===== src/rtl/alarm_tone_gen_if.sv =====
// Control/status bundle of the alarm tone generator.
// The master drives requests; the slave (the generator) drives the tone and status.
interface alarm_tone_gen_if;
    logic       ena;
    logic [2:0] alarm_in;
    logic       ack;
    logic       tone_out;
    logic [1:0] active_ch;
    logic       busy;
    logic [2:0] latched;

    modport master (
        output ena, alarm_in, ack,
        input  tone_out, active_ch, busy, latched
    );

    modport slave (
        input  ena, alarm_in, ack,
        output tone_out, active_ch, busy, latched
    );
endinterface


===== src/rtl/alarm_tone_gen.sv =====
// Three-channel priority alarm tone generator: a beeping square wave with on/off cadence.
// The tone pitch follows the highest-priority alarm, and a sticky per-channel latch is cleared by ack.
module alarm_tone_gen #(
    parameter int unsigned DIV1    = 4,
    parameter int unsigned DIV2    = 6,
    parameter int unsigned DIV3    = 8,
    parameter int unsigned CAD_ON  = 16,
    parameter int unsigned CAD_OFF = 16
) (
    input  logic              clk,
    input  logic              rst_n,
    alarm_tone_gen_if.slave   bus
);
    typedef enum logic [1:0] {IDLE, TONE_ON, TONE_OFF} state_t;

    localparam logic [7:0] CAD_ON_LAST  = 8'(CAD_ON - 1);
    localparam logic [7:0] CAD_OFF_LAST = 8'(CAD_OFF - 1);

    state_t     state_q, state_d;
    logic [7:0] div_cnt_q, div_cnt_d;
    logic [7:0] cad_cnt_q, cad_cnt_d;
    logic       tone_q, tone_d;
    logic [1:0] active_q, active_d;
    logic       busy_q, busy_d;
    logic [2:0] latched_q, latched_d;
    logic [1:0] hi_ch;

    function automatic logic [1:0] highest(input logic [2:0] req);
        if (req[2])      return 2'd3;
        else if (req[1]) return 2'd2;
        else if (req[0]) return 2'd1;
        else             return 2'd0;
    endfunction

    function automatic logic [7:0] div_last(input logic [1:0] ch);
        case (ch)
            2'd2:    return 8'(DIV2 - 1);
            2'd3:    return 8'(DIV3 - 1);
            default: return 8'(DIV1 - 1);
        endcase
    endfunction

    always_comb begin
        state_d   = state_q;
        div_cnt_d = div_cnt_q;
        cad_cnt_d = cad_cnt_q;
        tone_d    = tone_q;
        active_d  = active_q;
        latched_d = latched_q;
        hi_ch     = highest(bus.alarm_in);

        if (bus.ena) begin
            // a channel asserting on the ack edge stays latched
            latched_d = (bus.ack ? 3'b000 : latched_q) | bus.alarm_in;
            case (state_q)
                IDLE: begin
                    if (hi_ch != 2'd0) begin
                        state_d   = TONE_ON;
                        active_d  = hi_ch;
                        div_cnt_d = 8'd0;
                        cad_cnt_d = 8'd0;
                        tone_d    = 1'b0;
                    end
                end
                TONE_ON: begin
                    if (hi_ch > active_q) begin
                        active_d  = hi_ch;
                        div_cnt_d = 8'd0;
                        cad_cnt_d = 8'd0;
                        tone_d    = 1'b0;
                    end else if (cad_cnt_q == CAD_ON_LAST) begin
                        state_d   = TONE_OFF;
                        div_cnt_d = 8'd0;
                        cad_cnt_d = 8'd0;
                        tone_d    = 1'b0;
                    end else begin
                        cad_cnt_d = cad_cnt_q + 8'd1;
                        if (div_cnt_q == div_last(active_q)) begin
                            tone_d    = ~tone_q;
                            div_cnt_d = 8'd0;
                        end else begin
                            div_cnt_d = div_cnt_q + 8'd1;
                        end
                    end
                end
                TONE_OFF: begin
                    if (cad_cnt_q == CAD_OFF_LAST) begin
                        div_cnt_d = 8'd0;
                        cad_cnt_d = 8'd0;
                        if (hi_ch != 2'd0) begin
                            state_d  = TONE_ON;
                            active_d = hi_ch;
                        end else begin
                            state_d  = IDLE;
                            active_d = 2'd0;
                        end
                    end else begin
                        cad_cnt_d = cad_cnt_q + 8'd1;
                    end
                end
                default: state_d = IDLE;
            endcase
        end

        busy_d = (state_d != IDLE);
    end

    always_ff @(posedge clk or negedge rst_n) begin
        if (!rst_n) begin
            state_q   <= IDLE;
            div_cnt_q <= 8'd0;
            cad_cnt_q <= 8'd0;
            tone_q    <= 1'b0;
            active_q  <= 2'd0;
            busy_q    <= 1'b0;
            latched_q <= 3'b000;
        end else begin
            state_q   <= state_d;
            div_cnt_q <= div_cnt_d;
            cad_cnt_q <= cad_cnt_d;
            tone_q    <= tone_d;
            active_q  <= active_d;
            busy_q    <= busy_d;
            latched_q <= latched_d;
        end
    end

    assign bus.tone_out  = tone_q;
    assign bus.active_ch = active_q;
    assign bus.busy      = busy_q;
    assign bus.latched   = latched_q;
endmodule


===== src/flat_wrapper.sv =====
// flat-port wrapper written by rule: the top's interface ports become plain ports
module alarm_tone_gen_flat 
#(
    parameter int unsigned DIV1    = 4,
    parameter int unsigned DIV2    = 6,
    parameter int unsigned DIV3    = 8,
    parameter int unsigned CAD_ON  = 16,
    parameter int unsigned CAD_OFF = 16
)
  (clk, rst_n, bus_ena, bus_alarm_in, bus_ack, bus_tone_out, bus_active_ch, bus_busy, bus_latched);
  alarm_tone_gen_if bus_i ();
  input  logic clk;
  input  logic rst_n;
  input wire logic [$bits(bus_i.ena)-1:0] bus_ena;
  input wire logic [$bits(bus_i.alarm_in)-1:0] bus_alarm_in;
  input wire logic [$bits(bus_i.ack)-1:0] bus_ack;
  output wire logic [$bits(bus_i.tone_out)-1:0] bus_tone_out;
  output wire logic [$bits(bus_i.active_ch)-1:0] bus_active_ch;
  output wire logic [$bits(bus_i.busy)-1:0] bus_busy;
  output wire logic [$bits(bus_i.latched)-1:0] bus_latched;
  assign bus_i.ena = bus_ena;
  assign bus_i.alarm_in = bus_alarm_in;
  assign bus_i.ack = bus_ack;
  assign bus_tone_out = bus_i.tone_out;
  assign bus_active_ch = bus_i.active_ch;
  assign bus_busy = bus_i.busy;
  assign bus_latched = bus_i.latched;
  alarm_tone_gen #(.DIV1(DIV1), .DIV2(DIV2), .DIV3(DIV3), .CAD_ON(CAD_ON), .CAD_OFF(CAD_OFF)) u_core (.clk(clk), .rst_n(rst_n), .bus(bus_i));
endmodule

===== config.mk =====
export PLATFORM = sky130hd
export DESIGN_NAME = alarm_tone_gen_flat
export DESIGN_NICKNAME = d
export VERILOG_FILES = /design/src/rtl/alarm_tone_gen_if.sv /design/src/rtl/alarm_tone_gen.sv /design/src/flat_wrapper.sv
export SDC_FILE = /design/constraint.sdc
export NUM_CORES = 1
export LEC_CHECK = 0
export BUFFER_PORTS_ARGS = -buffer_cell sky130_fd_sc_hd__buf_2
export CORE_ASPECT_RATIO = 1.25
export CORE_MARGIN = 2
export CORE_UTILIZATION = 63
export CTS_BUF_LIST = sky130_fd_sc_hd__clkbuf_4
export DETAILED_ROUTE_END_ITERATION = 16
export MAX_ROUTING_LAYER = met4
export PLACE_DENSITY = 0.8
export RECOVER_POWER = 25
export SETUP_SLACK_MARGIN = 0.3
export SYNTH_ARGS = -nofsm -noshare
export SYNTH_HDL_FRONTEND = slang
export SYNTH_SLANG_ARGS = --single-unit

===== constraint.sdc =====
create_clock -name clk -period 5.2 [get_ports clk]
set_clock_uncertainty 0.05 [all_clocks]
set_input_delay 0.52 -clock clk [delete_from_list [all_inputs] [get_ports clk]]
set_output_delay 0.52 -clock clk [all_outputs]
set_load 0.005 [all_outputs]

* Word-level counts from Yosys, hierarchy flattened
Index checks and enable logic that the tools add are counted.
Widths: inputs -> output; s select.
** Cells by class
- Add/subtract/negate cells :: 2
- Order comparisons :: 1
- Equal/unequal tests :: 10
- Muxes and demuxes :: 35
- Bitwise operators :: 2
- Reduce and logical (&&, ||, !) cells :: 9
** Operators by type and width (count)
- $mux 8 :: 11
- $pmux 8 s3 :: 2
- $mux 2 :: 11
- $add 8x1->8 const B :: 2
- $pmux 2 s3 :: 2
- $eq 8x4->1 const B :: 1
- $eq 8x8->1 :: 1
- $reduce_and 4->1 :: 2
- $eq 2x2->1 const B :: 3
- $mux 1 :: 6
- $ne 2x1->1 const B :: 3
- $pmux 3 s2 :: 1
- $reduce_bool 2->1 :: 3
- $reduce_and 5->1 :: 1
- $ne 4x1->1 const B :: 1
- $mux 3 :: 1
- $or 3x3->3 :: 1
- $reduce_and 3->1 :: 1
- $reduce_bool 3->1 :: 1
- $eq 2x1->1 const B :: 1
- $gt 2x2->1 :: 1
- $logic_not 2->1 :: 1
- $pmux 1 s2 :: 1
- $not 1->1 :: 1
** Word-level totals
- Flip-flop bits (word level) :: 25
- Input bits :: 7

* Logic depth before layout (Yosys ltp)
- Depth in word-level cells :: 12
- Mapped depth :: 8
- Depth with buffers taken out :: 8

* Least setup slack after synthesis
OpenSTA, ideal clock, no wires.
- Path kind :: input to register
- Start point :: input bus_alarm_in[2]
- End point :: register u_core.cad_cnt_q[0]
- Setup time :: 136 ps
- Arrival :: 2046 ps
- Setup slack :: 2968 ps
- Cell stages on the path :: 7
- Buffers on the path :: 0
- Cell sequence :: or2_2 > ha_1 > nor2b_1 > o21ai_4 > o21a_1 > a21oi_1 > nor2_1
** Between the ends
- Cells in the longest elaborated chain, start to end :: 4
- Elaborated cells on any way between the ends :: 7
** RTL lines
- start, declared :: RTL line flat_wrapper.sv:15 : input wire logic [$bits(bus_i.alarm_in)-1:0] bus_alarm_in;
- $mux 2 (*) :: RTL line alarm_tone_gen.sv:29 : if (req[2]) return 2'd3;
- $gt 2x2->1 / $reduce_bool 2->1 (equally long branches) :: RTL line alarm_tone_gen.sv:66, alarm_tone_gen.sv:57
- $mux 8 / $ne 2x1->1 (equally long branches)
- $pmux 8 s3 / $reduce_and 3->1 (equally long branches)
- end signal, assigned :: RTL line alarm_tone_gen.sv:120 : cad_cnt_q <= cad_cnt_d;
- end, declared :: RTL line alarm_tone_gen.sv:21 : logic [7:0] cad_cnt_q, cad_cnt_d;
Every way passes the cells marked *; elsewhere a longest branch is shown, timed or not.
A chain may end at the register's enable or synchronous reset.

* Worst setup path after layout
- Start point :: register u_core.state_q[0]
- End point :: register u_core.div_cnt_q[4]
** Between the ends
- Cells in the longest elaborated chain, start to end :: 3
- Elaborated cells on any way between the ends :: 8
** RTL lines
- start, declared :: RTL line alarm_tone_gen.sv:19 : state_t state_q, state_d;
- start signal, assigned :: RTL line alarm_tone_gen.sv:118 : state_q <= state_d;
- $eq 2x2->1 (tied with other cells) :: RTL line alarm_tone_gen.sv:55 : case (state_q)
- $ne 2x1->1 (no source line) / $reduce_bool 3->1 (equally long branches)
- $reduce_and 4->1 (no source line)
- end signal, assigned :: RTL line alarm_tone_gen.sv:119 : div_cnt_q <= div_cnt_d;
- end, declared :: RTL line alarm_tone_gen.sv:20 : logic [7:0] div_cnt_q, div_cnt_d;
Several ways; a longest one is shown, not always the timed one.

==> results.py <==
metrics = {
    "cts": {
        "cts_hold_buffers": 0,
        "clkSinkCount": 25,
        "tritoncts": "built",
        "cts_setup_buffers": 0,
        "cts_resized": 0,
        "clk_latency_ns": 0.32,
        "cts_root_buffer": "clkbuf_4",
        "cts_buffers": 3,
        "htree_num_levels": 1,
        "clk_pin_slew_worst_paths_ns": 0.13,
        "cts_buffer_depth": 2,
    },
    "cells_and_area": {
        "area.sequential_um2": 626,
        "layout.nets": 186,
        "multi_input_area_um2": 840,
        "nFillCells": 181,
        "synthToLayoutAreaGrowth_pct": 8.73,
        "drive_above_1_share_pct": 18.8,
        "antenna_cells": 0,
        "post-route-cell-area_um2": 1620,
    },
    "global_route": {
        "grt_max_degree": 26,
        "grt_pass1_vias": 1173,
        "grtUsageTotal_pct": 25.0,
        "grt_first_pass_wirelength_um": 4820,
        "overflow": 0,
        "antenna_found_initial": 0,
    },
    "critical_path": {
        "reg2reg_to": "u_core.div_cnt_q[4]$_DFFE_PN0P_",
        "crit_fanout": 8,
        "slowest_stage": "nor4b_1",
        "cp-start-kind": "register",
        "critical_path_arrival_ns": 2.62,
        "crit_path_end_kind": "register",
        "worstPathCellList": "inv_1 > ha_1 > nor4b_1 > nor2_1 > nand2_4 > nor2_1 > a22o_1",
        "cp_data_required_time_ns": 5.37,
        "r2r_setup_slack_ns": 2.75,
        "cp-endpoint": "u_core.div_cnt_q[4]$_DFFE_PN0P_",
        "critical-path-max-stage-delay_ns": 0.71,
        "cp-startpoint": "u_core.state_q[0]$_DFF_PN0_",
        "r2r_cells": 7,
        "r2r_start": "u_core.state_q[0]$_DFF_PN0_",
        "worst-setup-path-type": "reg -> reg",
        "cp_common_cell": "nor2_1",
    },
    "die": {
        "dieWidth_um": 47.5,
        "ioPinCount": 14,
        "core_um2": 2210,
        "die_area_um2": 2780,
        "die_h_um": 58.4,
        "num_rows": 19,
        "initial_utilization_pct": 67.5,
    },
    "logic_synthesis": {
        "synthFlopType": "dfrtp_1",
        "yosysTopAreaCell": "dfrtp_1",
        "synth.top_cell.area_share_pct": 41.9,
        "synth_edf_count": 0,
        "avgSynthCellArea_um2": 9.75,
        "yosysMostFrequentCell": "dfrtp_1",
        "ys_ff_latch": 25,
        "ys_top_cells_by_area": "dfrtp_1 42%, ha_1 6.7%, o21ai_0 4.0%",
        "ys_seq_area_share_pct": 41.9,
        "syn_inst": 153,
        "synthTopCellsByCount": "25 x dfrtp_1, 16 x nor2_1, 13 x nand2_1, 12 x o21ai_0, 8 x ha_1",
        "asyncSetResetFlopFracSynth_pct": 100,
        "synthesis.nets": 168,
        "yosys.cell_types.count": 41,
        "synth_area_um2": 1490,
        "yosysWarnings": 0,
    },
    "route": {
        "vias": 1214,
        "firstDrtPassIters": 4,
        "wire_per_inst_um": 14.6,
        "drt_first_iter_violations": 26,
        "route.detailed.drc": 0,
        "antenna_left": 0,
        "viasPerCell": 6.04,
        "drt-total-wl_um": 2940,
    },
    "power_and_ir_drop": {
        "swShare_pct": 41.0,
        "combPwrFrac_pct": 47.6,
        "leakage_nw": 0.754,
        "vdd_drop_max_mv": 0.343,
        "powerDensity_nw_per_um2": 444,
        "p_int_w": 0.000425,
        "pwr-share-seq_pct": 40.4,
        "pwr-share-clk_pct": 12.0,
        "p_switching_w": 0.000295,
    },
    "run_status": {
        "status": "completed",
    },
    "place": {
        "postPlaceCellArea_um2": 1600,
        "port_buffers": 13,
        "dp_hpwl_um": 2320,
        "place_congestion": 0.891,
    },
    "timing": {
        "rsz0062_at_grt": "false",
        "slew_headroom_pct": 10.7,
        "finalMaxSlewViolations": 0,
        "fin_setup_tns_ns": 0,
        "fin_crit_ns": 2.45,
        "hold_viol": 0,
        "setup_violations": 0,
        "fin_crit_sh_pct": 47.0,
        "max_slew.worst_pin.slew_ns": 1.34,
        "max_freq_mhz": 409,
    },
    "min_path": {
        "min_path_type": "in -> async",
    },
    "job": {
        "drv_cap": 0,
    },
}
-- power by group through the flow --
stage | sequential (W) | combinational (W) | clock (W)
floorplan | 0.000283 | 0.000260 | 0
global placement | 0.000291 | 0.000324 | 0
detailed placement | 0.000294 | 0.000345 | 0
CTS | 0.000290 | 0.000344 | 0.0000892
global route | 0.000298 | 0.000377 | 0.0000961
finish | 0.000291 | 0.000343 | 0.0000864
-- area by class of cell --
class | count | share of cell area (%)
clock buffers | 3 | 1.39
clock inverters | 1 | 0.309
inverters | 7 | 1.62
multi-input cells | 121 | 51.8
flip-flops and latches | 25 | 38.6
well taps | 31 | 2.39
repair buffers | 13 | 3.94
-- stage by stage --
stage / std cells / hold slack (ns) / utilization, % / setup WS (ns) / total power (W)
finish: 201 / 0.414 / 73.3 / 2.75 / 0.000720
detailed placement: 197 / 0.431 / 72.2 / 2.57 / 0.000639
global placement: 197 / 0.418 / 72.2 / 2.68 / 0.000615
CTS: 201 / 0.120 / 73.4 / 2.82 / 0.000724
global route: 201 / 0.421 / 73.3 / 2.69 / 0.000772
floorplan: 153 / 0.174 / - / 2.97 / 0.000543
-- placed cells by master (no fill, tap or decap), types with 2 or more instances in the layout --
master | Yosys | routed
a21oi_1 | 4 | 4
a22o_1 | 6 | 6
a2bb2oi_1 | 3 | 3
and3_1 | 4 | 4
and3_2 | 2 | 2
buf_2 | 0 | 12
clkbuf_4 | 0 | 3
dfrtp_1 | 25 | 25
ha_1 | 8 | 8
inv_1 | 7 | 7
nand2_1 | 13 | 13
nand2b_1 | 4 | 4
nand2b_2 | 2 | 2
nand3_1 | 5 | 5
nand4_1 | 2 | 2
nor2_1 | 16 | 16
nor2b_1 | 3 | 3
nor3_1 | 2 | 2
nor4b_1 | 2 | 2
o211ai_1 | 2 | 2
o21ai_0 | 12 | 12
o21ai_4 | 2 | 2
o31ai_1 | 3 | 3
or2_4 | 2 | 2
xnor2_1 | 5 | 5
xor2_1 | 2 | 2
-- metal layers --
| layer | routed length (um) | vias to the layer above | GRT usage (%) | share of wire [%] |
|---|---|---|---|---|
| met5 | 0 | - | - | 0 |
| li1 | - | 586 | - | - |
| met2 | 1670 | 25 | 47.3 | 57 |
| met4 | 29 | 0 | 7.94 | 0.99 |
| met3 | 86 | 3 | 3.99 | 2.9 |
| met1 | 1150 | 600 | 24.2 | 39 |
-- worst min-delay path by stage --
stage	startpoint	endpoint	cells past startpoint
global route	bus_alarm_in[0]	u_core.bus.latched[0]$_DFFE_PN0P_	2
finish	rst_n	u_core.div_cnt_q[4]$_DFFE_PN0P_	1
CTS	rst_n	u_core.div_cnt_q[5]$_DFFE_PN0P_	1
detailed placement	u_core.bus.latched[1]$_DFFE_PN0P_	u_core.bus.latched[1]$_DFFE_PN0P_	2
floorplan	rst_n	u_core.bus.active_ch[0]$_DFFE_PN0P_	0
global placement	u_core.bus.latched[1]$_DFFE_PN0P_	u_core.bus.latched[1]$_DFFE_PN0P_	2
-- cells by family (layout without fill, tap and decap cells) --
| family | Yosys count | count (layout) | synth area share (%) |
|---|---|---|---|
| XOR/XNOR | 7 | 7 | 4.11 |
| AND/OR/NAND/NOR | 65 | 65 | 24.2 |
| buffers and inverters | 7 | 24 | 1.76 |
| multiplexers | 1 | 1 | 1.01 |
| flip-flops | 25 | 25 | 41.9 |
| adder cells (fa/ha/maj) | 8 | 8 | 6.71 |
| AO/OA/AOI/OAI | 40 | 40 | 20.3 |
-- sequential cells by signal, summed over array words and instances (netlist names) --
| name | cells |
|---|---|
| u_core.state_q | 2 |
| u_core.bus.active_ch | 2 |
| u_core.bus.busy | 1 |
| u_core.bus.latched | 3 |
| u_core.bus.tone_out | 1 |
| u_core.cad_cnt_q | 8 |
| u_core.div_cnt_q | 8 |
-- critical path: cells and delay by family (launching register included) --
kind	cells	cell delay, ns
AO/OA/AOI/OAI	1	0.24
adder cells (fa/ha/maj)	1	0.19
buffers and inverters	1	0.12
flip-flops	1	0.46
AND/OR/NAND/NOR	4	1.28
(Power assumes the default switching activity.)
